==> src/rtl/byte_word_assembler.sv <==
// Packs a stream of bytes into DATA_WIDTH-bit words in little- or big-endian lane order.
// Optional macro BYTE_ASM_LAST_EN adds s_last_i/m_last_o/m_keep_o for early word termination.
module byte_word_assembler #(
  parameter int unsigned DATA_WIDTH = 32
) (
  input  logic                    clk_i,
  input  logic                    s_rst_n_i,
  input  logic                    big_endian_i,
  input  logic [7:0]              s_data_i,
  input  logic                    s_valid_i,
  output logic                    s_ready_o,
`ifdef BYTE_ASM_LAST_EN
  input  logic                    s_last_i,
  output logic                    m_last_o,
  output logic [DATA_WIDTH/8-1:0] m_keep_o,
`endif
  output logic [DATA_WIDTH-1:0]   m_data_o,
  output logic                    m_valid_o,
  input  logic                    m_ready_i
);

  localparam int unsigned BYTE_NUM = DATA_WIDTH / 8;
  localparam int unsigned CntW     = (BYTE_NUM > 1) ? $clog2(BYTE_NUM) : 1;
  localparam logic [CntW-1:0] LastCnt = CntW'(BYTE_NUM - 1);

  logic [CntW-1:0]       byte_cnt_q, byte_cnt_d;
  logic                  order_q, order_d, order_cur;
  logic [DATA_WIDTH-1:0] asm_q, asm_d;
  logic [DATA_WIDTH-1:0] m_data_q, m_data_d;
  logic                  m_valid_q, m_valid_d;
  logic [DATA_WIDTH-1:0] lane_data;
  logic [CntW-1:0]       lane;
  logic                  final_pos, out_stall, accept, word_end;

`ifdef BYTE_ASM_LAST_EN
  logic [BYTE_NUM-1:0] keep_q, keep_d, m_keep_q, m_keep_d, lane_bit;
  logic                m_last_q, m_last_d;
`endif

  always_comb begin
    out_stall = m_valid_q && !m_ready_i;
`ifdef BYTE_ASM_LAST_EN
    // An early-last byte also completes a word, so it must wait for a free output register.
    final_pos = (byte_cnt_q == LastCnt) || s_last_i;
`else
    final_pos = (byte_cnt_q == LastCnt);
`endif
    s_ready_o = s_rst_n_i && !(out_stall && final_pos);
    accept    = s_valid_i && s_ready_o;
    word_end  = accept && final_pos;
    // Byte order is taken live on byte 0 and from the latched copy afterwards.
    order_cur = (byte_cnt_q == '0) ? big_endian_i : order_q;
    lane      = order_cur ? (LastCnt - byte_cnt_q) : byte_cnt_q;
    lane_data = DATA_WIDTH'(s_data_i) << {lane, 3'b000};
  end

  always_comb begin
    byte_cnt_d = byte_cnt_q;
    order_d    = order_q;
    asm_d      = asm_q;
    m_data_d   = m_data_q;
    m_valid_d  = m_valid_q && !m_ready_i;
    if (accept) begin
      order_d = order_cur;
      if (word_end) begin
        byte_cnt_d = '0;
        asm_d      = '0;
        m_data_d   = asm_q | lane_data;
        m_valid_d  = 1'b1;
      end else begin
        byte_cnt_d = byte_cnt_q + CntW'(1);
        asm_d      = asm_q | lane_data;
      end
    end
  end

`ifdef BYTE_ASM_LAST_EN
  always_comb begin
    lane_bit = {{(BYTE_NUM-1){1'b0}}, 1'b1} << lane;
    keep_d   = keep_q;
    m_keep_d = m_keep_q;
    m_last_d = m_last_q;
    if (accept) begin
      if (word_end) begin
        keep_d   = '0;
        m_keep_d = keep_q | lane_bit;
        m_last_d = s_last_i;
      end else begin
        keep_d = keep_q | lane_bit;
      end
    end
  end

  always_ff @(posedge clk_i) begin
    if (!s_rst_n_i) begin
      keep_q   <= '0;
      m_keep_q <= '0;
      m_last_q <= 1'b0;
    end else begin
      keep_q   <= keep_d;
      m_keep_q <= m_keep_d;
      m_last_q <= m_last_d;
    end
  end

  assign m_keep_o = m_keep_q;
  assign m_last_o = m_last_q;
`endif

  always_ff @(posedge clk_i) begin
    if (!s_rst_n_i) begin
      byte_cnt_q <= '0;
      order_q    <= 1'b0;
      asm_q      <= '0;
      m_data_q   <= '0;
      m_valid_q  <= 1'b0;
    end else begin
      byte_cnt_q <= byte_cnt_d;
      order_q    <= order_d;
      asm_q      <= asm_d;
      m_data_q   <= m_data_d;
      m_valid_q  <= m_valid_d;
    end
  end

  assign m_data_o  = m_data_q;
  assign m_valid_o = m_valid_q;

endmodule

==> config.mk <==
export PLATFORM = sky130hd
export DESIGN_NAME = byte_word_assembler
export DESIGN_NICKNAME = d
export VERILOG_FILES = /design/src/rtl/byte_word_assembler.sv
export SDC_FILE = /design/constraint.sdc
export NUM_CORES = 1
export LEC_CHECK = 0
export BUFFER_PORTS_ARGS = -buffer_cell sky130_fd_sc_hd__buf_2
export CORE_ASPECT_RATIO = 1.2
export CORE_UTILIZATION = 50
export DETAILED_ROUTE_END_ITERATION = 6
export PLACE_DENSITY = 0.71
export SLEW_MARGIN = 40
export SYNTH_ARGS = -nofsm -noshare
export SYNTH_HDL_FRONTEND = slang
export SYNTH_SLANG_ARGS = --single-unit
==> constraint.sdc <==
create_clock -name clk_i -period 1.9 [get_ports clk_i]
set_clock_uncertainty 0.15 [all_clocks]
set_input_delay 0.19 -clock clk_i [delete_from_list [all_inputs] [get_ports clk_i]]
set_output_delay 0.19 -clock clk_i [all_outputs]
set_load 0.01 [all_outputs]
Word-level counts from Yosys, hierarchy flattened
Index checks and enable logic that the tools add are counted.

word-level totals
  word-level logic and storage cells = 25
  register bits = 68
  output and inout bits = 34
  input bits = 13

cells by class
  reductions and logical operators = 9
  $add $sub $neg = 2
  mux-type cells = 6
  equality and inequality tests = 1
  shift operators = 1
  bitwise gates (word level) = 1

operator list
  kind                                                            number
  32-bit two-way mux                                              1
  32-bit bitwise OR                                               1
  8-bit by 5-bit left shift with 32-bit output                    1
  1-bit logical AND                                               5
  2-bit two-way mux                                               2
  1-bit two-way mux                                               3
  2-bit by 1-bit adder with 2-bit output (second input constant)  1
  2-bit == test (second input constant)                           1
  1-bit zero test                                                 2
  2-bit zero test                                                 1
  2-bit AND reduction                                             1
  2-bit subtractor (first input constant)                         1

Longest topological paths before layout
  depth after elaboration = 9
  mapped depth = 6

Least setup slack after synthesis
OpenSTA, ideal clock, no wires.

  path type = register to register
  start = reg byte_cnt_q[0]
  end = reg m_data_q[29], in the netlist m_data_o[29]
  buffers on the path = 1
  slack = -0.008 ns
  data arrival time = 1.618 ns
  library setup time = 0.141 ns
  cell stages (with the launch flop) = 7
  clock period less this slack = 1.908 ns
  path through = dfxtp_1 > inv_1 > ha_1 > mux2i_4 > mux2i_2 > buf_6 > o221ai_2

on the way
  longest elaborated chain between the ends = 7
  elaborated cells on any way between the ends = 13

ends and longest elaborated chain
  item                                                                      line  source
  from (decl)                                                               26    logic [CntW-1:0] byte_cnt_q, byte_cnt_d;
  from (signal assigned)                                                    118   byte_cnt_q <= byte_cnt_d;
  parallel branches: the longest is 7 deep, another holds 2-bit subtractor  n/a
  to (signal assigned)                                                      121   m_data_q <= m_data_d;
  to (decl)                                                                 29    logic [DATA_WIDTH-1:0] m_data_q, m_data_d;

Several ways; the timed one is not identified.
A chain may end at the register's enable or synchronous reset.

Final worst setup path
  start = reg byte_cnt_q[0]
  end = out s_ready_o

on the way
  longest elaborated chain between the ends = 4

ends and longest elaborated chain
  item               line  source
  2-bit == test      46    final_pos = (byte_cnt_q == LastCnt);
  1-bit logical AND  48    s_ready_o = s_rst_n_i && !(out_stall && final_pos);
  1-bit zero test    48
  1-bit logical AND  48
  to (decl)          11    output logic s_ready_o,

No other way between the ends.

==> flow_summary.rst <==
.. list-table::
   :header-rows: 1

   * - Metric
     - Value
   * - Post-synthesis xor/xnor area fraction
     - 0
   * - Data arrival, critical path
     - 1530 ps
   * - Post-synthesis instance area
     - 2770 um2
   * - Synthesis Warnings
     - 0
   * - VDD IR-drop max
     - 404 uV
   * - CP Launch Type
     - flop
   * - Core outline area
     - 5300 um2
   * - Share of total power consumed by net switching
     - 0.259
   * - Final Power
     - 2.84 mW
   * - Via count of the first global-routing pass
     - 2,235
   * - Mean instance size in the synthesized netlist
     - 10.0 um2
   * - H-Tree Depth
     - 3
   * - Reg power frac
     - 0.521
   * - Flop and latch count out of synthesis
     - 68
   * - Clock slew at the register clock pins of the worst setup and hold paths
     - 70 ps
   * - Overall Global Routing Usage
     - 0.268
   * - Hold crit path type
     - in -> reg
   * - Number of buffers created by CTS
     - 9
   * - TritonCTS clock tree
     - done
   * - Final Hold Fails
     - 0
   * - Critical Path RT
     - 1560 ps
   * - DRC violation total after the first TritonRoute iteration
     - 204
   * - Static Leak
     - 1.33 nW
   * - Crit path max fanout
     - 7
   * - Fraction of layout instances using a drive strength above 1
     - 0.322
   * - Normalized max-slew margin
     - 0.671
   * - Adder-Cell Fraction of Synth Area
     - 0.00905
   * - First-pass GRT wire length
     - 11,700 um
   * - Final worst path period need
     - 1870 ps
   * - Final-report max-slew violation count
     - 0
   * - Portion of the clock cycle consumed by the worst path in the final layout
     - 0.985
   * - Number of maximum-capacitance constraint violations
     - 0
   * - Internal power
     - 2.10 mW
   * - Number of clock sinks
     - 68
   * - Total number of placement rows
     - 29
   * - Leading cell types in the layout, fill and taps excluded
     - 66 x dfxtp_1, 46 x buf_2, 37 x inv_1
   * - Simple-gate area share of the yosys netlist
     - 0.0611
   * - Nets in the synthesized netlist
     - 291
   * - Final setup violating endpoints
     - 0
   * - Achievable frequency
     - 534 MHz
   * - Antenna Cells
     - 0
   * - Drt pass-1 iters
     - 5
   * - CTS root buf
     - clkbuf_8
   * - Multiplexer share of the synthesized area
     - 0.0280
   * - RSZ-0062 raised after global routing
     - yes
   * - Synth Area in Compound Gates
     - 0.305
   * - NetSw
     - 0.734 mW
   * - Detail Route Antenna Nets
     - 0
   * - Power density normalized to cell area
     - 826 nW/um2
   * - Clock Tree Buf Depth
     - 2
   * - Worst R2R Setup Slack
     - 50 ps
   * - P&R area growth vs syn
     - 24.1%
   * - Final wirelength
     - 7570 um
   * - Die Wd
     - 69.9 um
   * - Initial antenna violation count
     - 0
   * - Post-synth cell types
     - 29
   * - Final routed wire length divided by cell count
     - 19.1 um
   * - Via total after detailed routing
     - 2,485
   * - Actual slew at the worst max-slew pin
     - 491 ps
   * - Largest net degree at the start of global routing
     - 36
   * - Insertion delay to the later sink of the worst-skew pair
     - 350 ps
   * - HPWL after detailed placement
     - 4730 um
   * - Floorplan die area
     - 5840 um2
   * - Worst Setup End Kind
     - output port
   * - Share of power burned in the clock network
     - 0.365
   * - Count of port buffers added during placement
     - 46
   * - Per-cell via count in the routed design
     - 6.26
   * - Starting density of the core
     - 0.522
   * - Number of instances in the synthesized netlist
     - 276
   * - Nets@finish
     - 345
   * - Leading cell type in the layout, fill and taps excluded
     - dfxtp_1
   * - Share of the yosys chip area belonging to registers
     - 0.492
   * - I/O pins
     - 47
   * - Total gr overflow
     - 0
   * - Part of the total power dissipated in combinational logic
     - 0.113
   * - Result of the run
     - completed
   * - GP Congestion
     - 0.799
   * - Dominant combinational cell family by area after synthesis
     - compound AO/OA/AOI/OAI gates
   * - DRC
     - 0
   * - Startpoint-to-endpoint class of the critical path
     - reg -> out
   * - Height of the chip
     - 83.5 um
   * - Setup tns final
     - 0 ps
==> layer usage <==
metal / vias up / routed length (um) / global-route usage
met3: 24 / 558 / 0.0592
met2: 115 / 3490 / 0.373
met4: 0 / 337 / 0.176
met5: - / 0 / 0
li1: 1183 / - / -
met1: 1163 / 3190 / 0.371
==> metrics by stage <==
stage                     instances  utilization  instance area (um2)  hold WS, ps  setup WS, ps
after floorplan                 276            -                 2770          182         -8.44
after global placement          375        0.594                 3150          299          61.7
after detailed placement        375        0.594                 3150          306         -20.1
after CTS                       392        0.629                 3330         6.89          5.93
after global routing            397        0.648                 3430         45.8         -16.0
final                           397        0.648                 3430         4.84          28.1
==> state kept, by name, summed over array words and instances (netlist names) <==
signal and count:
asm_q 32, m_data_o 32, byte_cnt_q 2, m_valid_o 1, order_q 1
==> worst max-delay path, stage by stage (launching register included) <==
cell     delay, ps
dfxtp_4        360
ha_2           200
buf_4          160
and3b_2        240
nor2_2         100
buf_2          120
==> timing repair <==
action | CTS | global route
gates cloned | 0 | 1
resized for setup | 2 | 12
hold buffers | 1 | 0
setup buffers | 0 | 4
pin swaps | 0 | 2
setup endpoints to repair | 14 | 38
hold endpoints to repair | 1 | 0
==> Yosys cell counts (all sizes together) <==
cell type,n,share of area
o221ai,32,0.11
ha,2,0.0090
nand3b,1,0.0027
mux2i,5,0.028
o311ai,33,0.10
and3b,2,0.0063
nand3,1,0.0018
o41ai,1,0.0032
o211ai,1,0.0027
o22ai,32,0.075
or3,1,0.0023
nor2b,3,0.0068
and2,2,0.0045
nand2,10,0.014
clkbuf,17,0.023
inv,39,0.053
dfxtp,68,0.49
o31ai,1,0.0045
nand2b,1,0.0023
nand4,8,0.018
nor2,2,0.0027
o21ai,2,0.0036
buf,11,0.028
a21oi,1,0.0018
==> power by group through the flow <==
stage	clock network, mW	registers (mW)	logic, mW
detailed placement	0	1.51	0.283
global route	1.13	1.48	0.345
CTS	1.04	1.48	0.287
finish	1.04	1.48	0.322
global placement	0	1.51	0.279
floorplan	0	1.51	0.184
==> final timing paths <==
check	cells past startpoint	startpoint	end
setup / recovery	5	byte_cnt_q[0]	s_ready_o
hold / removal	3	s_valid_i	order_q
setup reg to reg	6	byte_cnt_q[0]	m_data_o[25]
hold reg to reg	2	asm_q[4]	asm_q[4]
==> logic make-up after synthesis <==
group	count (synthesis)
AOI/OAI and AO/OA	103
adders and majority gates	2
buffers and inverters	67
DFF	68
muxes	5
and+or+nand+nor	31
==> final cells by class <==
cell class	count	area, um2
inverter	39	146
clock buffer	11	141
timing repair buffer	71	500
tap	62	77.6
clock inverter	5	27.5
fill	439	1860
multi-input combinational	141	1170
sequential	68	1370
(Power assumes the default switching activity.)
